<file path="src/rtl/imem_port_arbiter.sv">
// Arbitrates the single-port instruction RAM between CPU fetch and a loader/debug port.
// Optional macro IMEM_WRITE_PROTECT_EN rejects loader writes outside HOLD and flags them on ld_err.
module imem_port_arbiter #(
  parameter int ADDR_W   = 9,
  parameter int DATA_W   = 32,
  parameter int MAX_WAIT = 4
) (
  input  logic              clk,
  input  logic              reset,
  input  logic              fetch_req,
  input  logic [ADDR_W-1:0] fetch_addr,
  output logic [DATA_W-1:0] fetch_data,
  output logic              cpu_stall,
  input  logic              ld_req,
  input  logic              ld_we,
  input  logic [ADDR_W-1:0] ld_addr,
  input  logic [DATA_W-1:0] ld_wdata,
  output logic              ld_gnt,
  output logic [DATA_W-1:0] ld_rdata,
  output logic              ld_rvalid,
  output logic              ld_err,
  input  logic              ld_hold,
  output logic              hold_ack,
  output logic [ADDR_W:0]   wr_count,
  output logic [ADDR_W-1:0] mem_addr,
  output logic              mem_we,
  output logic [DATA_W-1:0] mem_wdata,
  input  logic [DATA_W-1:0] mem_rdata
);

  localparam int WAIT_W = $clog2(MAX_WAIT + 1);
  localparam logic [WAIT_W-1:0] WAIT_MAX = WAIT_W'(MAX_WAIT);
  localparam logic [ADDR_W:0]   WR_SAT   = {1'b1, {ADDR_W{1'b0}}};

  typedef enum logic [1:0] {RUN, HOLD, DRAIN} state_e;

  state_e            state_q, state_d;
  logic [WAIT_W-1:0] wait_q, wait_d;
  logic [ADDR_W:0]   wr_count_q, wr_count_d;
  logic [DATA_W-1:0] ld_rdata_q;
  logic              ld_rvalid_q;
  logic              hold_ack_q;
  logic              wr_gnt;
  logic              wr_blocked;

  assign fetch_data = mem_rdata;
  assign mem_wdata  = ld_wdata;
  assign ld_rdata   = ld_rdata_q;
  assign ld_rvalid  = ld_rvalid_q;
  assign hold_ack   = hold_ack_q;
  assign wr_count   = wr_count_q;

  // Port steering: CPU owns the RAM unless the loader is granted; reset forces the idle CPU view.
  always_comb begin
    ld_gnt    = 1'b0;
    cpu_stall = 1'b0;
    if (!reset) begin
      unique case (state_q)
        RUN: begin
          ld_gnt    = ld_req && (!fetch_req || wait_q == WAIT_MAX);
          cpu_stall = ld_gnt && fetch_req;
        end
        HOLD: begin
          ld_gnt    = ld_req;
          cpu_stall = 1'b1;
        end
        DRAIN: cpu_stall = 1'b1;
        default: ;
      endcase
    end
    mem_addr = ld_gnt ? ld_addr : fetch_addr;
    wr_gnt   = ld_gnt && ld_we;
`ifdef IMEM_WRITE_PROTECT_EN
    wr_blocked = wr_gnt && (state_q == RUN);
`else
    wr_blocked = 1'b0;
`endif
    mem_we = wr_gnt && !wr_blocked;
  end

  always_comb begin
    state_d    = state_q;
    wait_d     = '0;
    wr_count_d = wr_count_q;
    unique case (state_q)
      RUN: begin
        if (ld_hold) state_d = HOLD;
        if (ld_req && !ld_gnt)
          wait_d = (wait_q == WAIT_MAX) ? wait_q : wait_q + 1'b1;
      end
      HOLD:    if (!ld_hold) state_d = DRAIN;
      DRAIN:   state_d = RUN;
      default: state_d = RUN;
    endcase
    // Entering HOLD restarts the count, even if a write lands in the same cycle.
    if (state_q == RUN && state_d == HOLD)
      wr_count_d = '0;
    else if (mem_we && wr_count_q != WR_SAT)
      wr_count_d = wr_count_q + 1'b1;
  end

  always_ff @(posedge clk) begin
    if (reset) begin
      state_q     <= RUN;
      wait_q      <= '0;
      wr_count_q  <= '0;
      ld_rdata_q  <= '0;
      ld_rvalid_q <= 1'b0;
      hold_ack_q  <= 1'b0;
    end else begin
      state_q     <= state_d;
      wait_q      <= wait_d;
      wr_count_q  <= wr_count_d;
      hold_ack_q  <= (state_d == HOLD);
      ld_rvalid_q <= ld_gnt && !ld_we;
      if (ld_gnt && !ld_we) ld_rdata_q <= mem_rdata;
    end
  end

`ifdef IMEM_WRITE_PROTECT_EN
  logic ld_err_q;
  always_ff @(posedge clk) begin
    if (reset) ld_err_q <= 1'b0;
    else       ld_err_q <= wr_blocked;
  end
  assign ld_err = ld_err_q;
`else
  assign ld_err = 1'b0;
`endif

endmodule

</file>
<file path="config.mk">
export PLATFORM = sky130hd
export DESIGN_NAME = imem_port_arbiter
export DESIGN_NICKNAME = d
export VERILOG_FILES = /design/src/rtl/imem_port_arbiter.sv
export SDC_FILE = /design/constraint.sdc
export NUM_CORES = 1
export LEC_CHECK = 0
export CORE_MARGIN = 2
export CORE_UTILIZATION = 36
export CTS_CLUSTER_DIAMETER = 80
export CTS_CLUSTER_SIZE = 30
export DETAILED_ROUTE_END_ITERATION = 8
export GPL_TIMING_DRIVEN = 0
export PLACE_DENSITY = 0.89
export SYNTH_ARGS = -nofsm -noshare
export SYNTH_HDL_FRONTEND = slang
export SYNTH_SLANG_ARGS = --single-unit
export TNS_END_PERCENT = 50
</file>
<file path="constraint.sdc">
create_clock -name clk -period 4.85 [get_ports clk]
set_clock_uncertainty 0.1 [all_clocks]
set_input_delay 0.7275 -clock clk [delete_from_list [all_inputs] [get_ports clk]]
set_output_delay 0.7275 -clock clk [all_outputs]
set_load 0.03 [all_outputs]
</file>
==> results.ini, run 1 <==
[status]
status = completed

[die]
fp.dieH_microns = 89.1
ios = 209
rows = 31
coreArea_sq_um = 7140
die_w_microns = 89.1
initial_utilization_pct = 36.5
design.die.area_sq_um = 7940

[cts]
cts_buffer_depth = 2
root_buffer = clkbuf_8
cts_hold_buf = 0
clock_latency_ns = 0.29
cts_tree = done
numCtsBuffers = 5
cts_resized = 0
cts.sinks = 49
cts_htree_levels = 2
path_clk_slew_ns = 0.09
post_cts_buffers = 0

[worst_hold_path]
hold_class = flop to flop
hold_end = ld_rdata[13]
hold_depth = 2
min_from = ld_rdata[13]

[global_route]
grt_max_degree = 15
gr-usage-met2_pct = 33.8
grt_pass1_vias = 2636
antenna_found_initial = 0
grtUsageMet1_pct = 18.1
grt_remaining_overflow = 0
track_usage_pct = 17.8
grt_pass1_wl_mm = 11.3
top_usage_layer = met2
met3_usage_pct = 6.19

[route]
via_per_inst = 4.65
drcViolationCount = 0
ant_nets = 0
drtIter0Drc = 73
wl_mm = 7.64
first_pass_iters = 4
vias = 2895
wl_per_cell_microns = 12.3

[pwr]
power_density_nw_per_um2 = 218
leakage_nw = 1.78
total_power_uw = 996
ir_drop_mv = 0.106

[synthesis]
synthTopCellsByArea = dfxtp_1 (38%), buf_4 (20%), nand2_1 (14%)
ys_warn_count = 0
ys_seq_area_share_pct = 37.6
yosysUniqueCellTypes = 35
yosys.area.top_type = dfxtp_1
async_reset_ff_share_pct = 0
synth-main-ff-cell = dfxtp_1
syn_nets = 437
synth_top_area_share_pct = 37.6
ys_ff_latch = 49
synth-edff-count = 0
syn_area_sq_um = 2610
syn_avg_cell_area_sq_um = 7.62
synthCells = 342
synth_most_common_cell = nand2_1
synthTopCellsByCount = nand2_1 (99), buf_4 (68), dfxtp_1 (49), a21oi_1 (46)

[worst_setup_path]
path_class = primary input to output pin
r2r-end = wr_count[4]
rr_worst_depth = 8
worstPathRequired_ns = 4.02
cp.arrival_ns = 3.01
reg2reg_slack_ns = 2.63
startpoint_type = primary input
worstPathMaxFanout = 10
r2r-start = state_q[1]
cp-end-kind = output pin

[layout]
area_delta_synth_final_pct = 75.4
final_layout_size_suffix_gt1_share_pct = 15.8
antenna_cells = 0
fin_nets = 619
utilization_pct = 64.1

[timing]
min_period_over_period_pct = 79.1
setup_viol_count_final = 0
fin_setup_tns_ns = 0
period_minus_slack_ns = 3.84
maxSlewHeadroom_pct = 47.4
fmax_mhz = 261
tightest_slew_ns = 0.784
maxSlewViolCount = 0
hold_viol = 0
grt_setup_unrepaired = false

[placement]
port_buffers = 175
dp_hpwl_mm = 6.22
globalplace.congestion = 0.741

[run]
cap_viol_max_count = 0

worst max path at each step:
| stage | from | endpoint |
|---|---|---|
| after floorplan | reset | mem_addr[0] |
| after global placement | reset | mem_addr[4] |
| after detailed placement | reset | mem_addr[4] |
| after CTS | reset | mem_addr[4] |
| after global routing | reset | mem_addr[2] |
| final | reset | mem_addr[8] |
layer usage:
metal	vias up	share of wire, %
li1	1424	-
met2	142	52
met5	-	0
met3	4	11
met1	1325	36
met4	0	0.85
sequential cells by signal, indices dropped and copies added (netlist names):
signal	flops
hold_ack	1
ld_rdata	32
ld_rvalid	1
state_q	2
wait_q	3
wr_count	10
stage by stage:
step                area, sq um  setup slack (ns)  std cells  hold slack (ns)
global route               4570             0.838        623            0.371
floorplan                  2610              2.03        342            0.317
finish                     4570              1.01        623            0.355
CTS                        4570              1.00        623            0.359
detailed placement         4480              1.00        616            0.342
global placement           4480              1.07        616            0.323
cell type report:
cell class                      count  area (sq um)
Sequential cell                    49           981
Clock buffer                        6          82.6
Multi-Input combinational cell    204          1030
Fill cell                         656          2560
Clock inverter                      1          7.51
Timing Repair Buffer              175          1750
Inverter                           10          37.5
Tap cell                           99           124
Buffer                             79           561
cell usage in the layout, fill, tap and decap left out, types with 2 or more instances in the layout:
cell type        instances
nand2_1                 99
o31ai_1                  4
ha_1                     7
dfxtp_1                 49
nand2b_1                 2
nor2b_1                  3
clkbuf_8                 6
clkdlybuf4s50_1        175
or3_1                    2
or4_1                    4
o21ai_0                  2
a31o_2                   2
a21oi_1                 46
a31oi_1                  2
buf_4                   68
nand4_1                  8
inv_1                    9
nor2_1                   7
nor3_1                   2
clkbuf_1                 9
power breakdown:
group          leakage (nW)  switching [mW]  internal [mW]
sequential            0.397         0.00583          0.412
combinational          1.34           0.170          0.166
clock                0.0433           0.130          0.113
kinds of logic (layout without fill, tap and decap cells):
| group | after synthesis | count (layout) | share of synthesized area [%] |
|---|---|---|---|
| other | 1 | 1 | 0.144 |
| adder cells (fa/ha/maj) | 7 | 7 | 3.36 |
| AND/OR/NAND/NOR | 133 | 133 | 22.2 |
| flip-flops | 49 | 49 | 37.6 |
| AO/OA/AOI/OAI | 63 | 63 | 13.8 |
| buffers and inverters | 89 | 271 | 22.9 |
critical path, cell delays in order:
cell,delay [ns]
clkdlybuf4s50_1,0.41
nand2b_1,0.19
a211o_1,0.33
buf_6,0.17
inv_1,0.14
buf_2,0.23
nand2_1,0.08
nand2_1,0.06
clkdlybuf4s50_1,0.66
(Power assumes the default switching activity.)
==> inputs of run 2 (changes only) <==
--- a/config.mk
+++ b/config.mk
@@ -6,12 +6,12 @@
 export NUM_CORES = 1
 export LEC_CHECK = 0
 export CORE_MARGIN = 2
-export CORE_UTILIZATION = 36
+export CORE_UTILIZATION = 33
 export CTS_CLUSTER_DIAMETER = 80
 export CTS_CLUSTER_SIZE = 30
 export DETAILED_ROUTE_END_ITERATION = 8
 export GPL_TIMING_DRIVEN = 0
-export PLACE_DENSITY = 0.89
+export PLACE_DENSITY = 0.83
 export SYNTH_ARGS = -nofsm -noshare
 export SYNTH_HDL_FRONTEND = slang
 export SYNTH_SLANG_ARGS = --single-unit
==> constraint.sdc (replaced) <==
create_clock -name clk -period 3.64 [get_ports clk]
set_clock_uncertainty 0.1 [all_clocks]
set_input_delay 0.546 -clock clk [delete_from_list [all_inputs] [get_ports clk]]
set_output_delay 0.546 -clock clk [all_outputs]
set_load 0.03 [all_outputs]
==> results.ini, run 2 (same netlist as run 1, synthesis figures left out) <==
[status]
status = completed

[worst_setup_path]
r2r-start = state_q[0]
reg2reg_slack_ns = 1.53
cp-end-kind = output pin
worstPathRequired_ns = 2.99
startpoint_type = flop
path_class = flop to output pin
rr_worst_depth = 7
r2r-end = ld_rdata[4]
cp.arrival_ns = 2.76
worstPathMaxFanout = 10

[global_route]
antenna_found_initial = 0
track_usage_pct = 16.5
top_usage_layer = met2
grt_max_degree = 16
grt_pass1_vias = 2687
grtUsageMet1_pct = 16.6
grt_remaining_overflow = 0
grt_pass1_wl_mm = 11.7
met3_usage_pct = 7.49
gr-usage-met2_pct = 30.8

[placement]
pre_cts_ws_ns = 0.192
dp_hpwl_mm = 6.02
globalplace.congestion = 0.808
port_buffers = 175
dp.cells = 619

[layout]
area_delta_synth_final_pct = 78.1
largest_reg_flops = 32
fillers = 665
regArea_sq_um = 981
multi_input_comb_area_sq_um = 1030
layout_common_cells = clkdlybuf4s50_1 (166), nand2_1 (99), buf_4 (68), dfxtp_1 (49), a21oi_1 (46)
layout_commonest_cell = clkdlybuf4s50_1
antenna_cells = 0
fin_cells = 627
final_layout_size_suffix_gt1_share_pct = 16.2
fin_nets = 619

[timing]
maxSlewViolCount = 0
fmax_mhz = 294
tightest_slew_ns = 0.719
period_minus_slack_ns = 3.41
maxSlewHeadroom_pct = 51.7
fin_setup_tns_ns = 0
min_period_over_period_pct = 93.6
setup_viol_count_final = 0
grt_setup_unrepaired = false
fin_ws_ns = 0.234
hold_viol = 0

[worst_hold_path]
hold_end = ld_rdata[11]
hold_class = flop to flop
hold_depth = 2
min_from = ld_rdata[11]

[pwr]
total_power_mw = 1.45
leakage_nw = 1.90
power_density_nw_per_um2 = 313
ir_drop_mv = 0.211

[cts]
cts_hold_buf = 0
root_buffer = clkbuf_8
cts_buffer_depth = 2
path_clk_slew_ns = 0.09
cts_htree_levels = 2
post_cts_buffers = 0
numCtsBuffers = 5
cts.sinks = 49
cts_tree = done
clock_latency_ns = 0.29

[route]
first_pass_iters = 4
vias = 2839
ant_nets = 0
via_per_inst = 4.53
wl_mm = 7.55
drtIter0Drc = 48
wl_per_cell_microns = 12.0
drcViolationCount = 0

[die]
design.die.area_sq_um = 8630
initial_utilization_pct = 33.9
ios = 209
coreArea_sq_um = 7690
fp.dieH_microns = 92.9
die_w_microns = 92.9
rows = 32

[run]
cap_viol_max_count = 0

## run 2: cell count changes in the layout (fill, tap and decap cells not counted), sizes merged
cell,delta
clkdlybuf4s50,-9
dlymetal6s2s,+9
bufinv,+2
clkbuf,-1
clkinv,+1
clkinvlp,-1
## run 2: per-stage QoR
stage	utilization [%]	instance area (sq um)	hold WS, ns
after detailed placement	58.4	4490	0.344
final	60.4	4640	0.356
after CTS	60.1	4620	0.360
after global routing	60.4	4640	0.377
after floorplan	-	2610	0.317
after global placement	58.4	4490	0.330
## run 2: cell type report
cell class              count  area share, %
clock buffers               5           1.48
multi-input cells         204           22.1
flip-flops and latches     49           21.1
well taps                 102           2.75
plain buffers              79           12.1
clock inverters             3           1.40
repair buffers            175           38.2
inverters                  10          0.808
## run 2: how the worst max path moves through the flow
| stage | startpoint | to | slack (ns) | cells after the start |
|---|---|---|---|---|
| 6_report | state_q[0] | ld_gnt | 0.23 | 7 |
| 5_1_grt | state_q[1] | ld_gnt | 0.05 | 8 |
| 4_1_cts | state_q[1] | mem_addr[1] | 0.03 | 9 |
| 3_5_place_dp | reset | mem_addr[1] | 0.19 | 9 |
| 3_3_place_gp | reset | mem_addr[2] | 0.21 | 9 |
| 2_1_floorplan | state_q[0] | mem_addr[0] | 1.12 | 8 |
## run 2: critical path: stages, from the launching register on
cell	delay, ns
dfxtp_1	0.44
ha_1	0.28
a21oi_1	0.11
a211o_1	0.39
buf_6	0.17
inv_1	0.13
buf_2	0.24
clkdlybuf4s50_1	0.70
## run 2: timing repair
| action | 4_1_cts | 5_1_grt |
|---|---|---|
| endpoints found under the setup margin | 0 | 9 |
| gates resized for setup | 0 | 11 |
| endpoints found under the hold margin | 0 | 0 |
## run 2: power by group
part | internal, mW | total (mW) | switching, mW
combinational | 0.219 | 0.445 | 0.226
clock | 0.273 | 0.451 | 0.178
sequential | 0.549 | 0.557 | 0.00789
## run 2: per-layer routing
metal	share of wire, %	vias to the layer above
li1	-	1426
met1	36	1270
met2	51	135
met3	12	8
met4	0.81	0
met5	0	-
==> inputs of run 3 (changes only) <==
--- a/config.mk
+++ b/config.mk
@@ -5,7 +5,7 @@
 export SDC_FILE = /design/constraint.sdc
 export NUM_CORES = 1
 export LEC_CHECK = 0
-export CORE_MARGIN = 2
+export CORE_MARGIN = 8
 export CORE_UTILIZATION = 33
 export CTS_CLUSTER_DIAMETER = 80
 export CTS_CLUSTER_SIZE = 30
==> results.ini, run 3 (same netlist as run 1, synthesis figures left out) <==
[route]
wl_mm = 9.03
first_pass_iters = 5
via_per_inst = 4.54
vias = 2847
ant_nets = 0
wl_per_cell_microns = 14.4
drcViolationCount = 0
drtIter0Drc = 88

[layout]
largest_reg_flops = 32
area_delta_synth_final_pct = 77.4
final_layout_size_suffix_gt1_share_pct = 16.0
layout_common_cells = clkdlybuf4s50_1 (166), nand2_1 (99), buf_4 (68), dfxtp_1 (49), a21oi_1 (46)
antenna_cells = 0
fin_nets = 619
layout_commonest_cell = clkdlybuf4s50_1
fillers = 674

[timing]
min_period_over_period_pct = 93.2
fin_setup_tns_ns = 0
fmax_mhz = 295
maxSlewViolCount = 0
tightest_slew_ns = 0.719
period_minus_slack_ns = 3.39
maxSlewHeadroom_pct = 51.7
grt_setup_unrepaired = false
fin_ws_ns = 0.248
setup_viol_count_final = 0
hold_viol = 0

[cts]
path_clk_slew_ns = 0.08
cts_htree_levels = 2
clock_latency_ns = 0.29
cts_tree = done
numCtsBuffers = 5
cts_buffer_depth = 2
cts_hold_buf = 0
cts_resized = 0
root_buffer = clkbuf_8
post_cts_buffers = 0
cts.sinks = 49

[worst_hold_path]
min_from = wait_q[0]
hold_end = wait_q[0]
hold_depth = 1
hold_class = flop to flop

[placement]
dp_hpwl_mm = 7.59
port_buffers = 175
pre_cts_ws_ns = 0.170
globalplace.congestion = 0.807

[worst_setup_path]
cp_common_cell = inv_1
reg2reg_slack_ns = 1.51
crit_buf_inv = 5
worstPathRequired_ns = 2.99
slowest_stage = clkdlybuf4s50_1
r2r-start = state_q[1]
rr_worst_depth = 8
path_class = flop to output pin
startpoint_type = flop
cp.arrival_ns = 2.75
worstPathMaxFanout = 10
cp-end-kind = output pin
slowest_delay_ns = 0.70
cp_cell_sequence = inv_1, ha_1, a21oi_1, a211o_1, buf_6, inv_1, buf_2, clkdlybuf4s50_1
crit_family = buffers and inverters
r2r-end = ld_rdata[20]

[pwr]
total_power_mw = 1.40
ir_drop_mv = 0.167
power_density_nw_per_um2 = 302
leakage_nw = 1.89

[status]
status = completed

[run]
cap_viol_max_count = 0

[global_route]
track_usage_pct = 15.4
grt_remaining_overflow = 0
grt_pass1_wl_mm = 14.2
grt_pass1_vias = 2961
antenna_found_initial = 0
grt_max_degree = 15

[die]
die_w_microns = 105
fp.dieH_microns = 105
initial_utilization_pct = 33.9
design.die.area_sq_um = 11000
ios = 209
rows = 32
coreArea_sq_um = 7690

[run 3: final cells by class]
class                           count  area, sq um  share of cell area (%)
Inverter                           10         37.5                   0.811
Timing Repair Buffer              175         1770                    38.3
Buffer                             79          562                    12.1
Tap cell                          102          128                    2.76
Clock inverter                      1         30.0                   0.649
Clock buffer                        7         86.3                    1.87
Multi-Input combinational cell    204         1030                    22.2
Sequential cell                    49          981                    21.2
[run 3: per-layer routing]
metal	vias to the layer above	GRT usage, %	part of all wire (%)
met5	-	0	0
met4	0	3.26	0.61
met3	4	8.48	12
met2	140	28.8	51
met1	1275	14.5	36
li1	1428	-	-
[run 3: worst max path at each step]
stage               slack [ns]          end  cells after the start        from
CTS                       0.01  mem_addr[1]                      9  state_q[1]
floorplan                 1.12  mem_addr[0]                      8  state_q[0]
detailed placement        0.17  mem_addr[1]                      8       reset
global placement          0.22  mem_addr[2]                      9       reset
finish                    0.25       ld_gnt                      8  state_q[1]
global route              0.05       ld_gnt                      7  state_q[0]
[run 3: stage by stage]
step                cells  hold slack [ns]  cell area (sq um)  utilization, %
floorplan             342            0.317               2610               -
global placement      619            0.329               4490            58.4
detailed placement    619            0.342               4490            58.4
CTS                   627            0.355               4600            59.9
global route          627            0.379               4630            60.2
finish                627            0.354               4630            60.2
[run 3: power by group]
part           internal (mW)  leakage (nW)  switching [mW]
registers              0.549         0.397         0.00802
logic                  0.219          1.43           0.230
clock network          0.224        0.0585           0.168
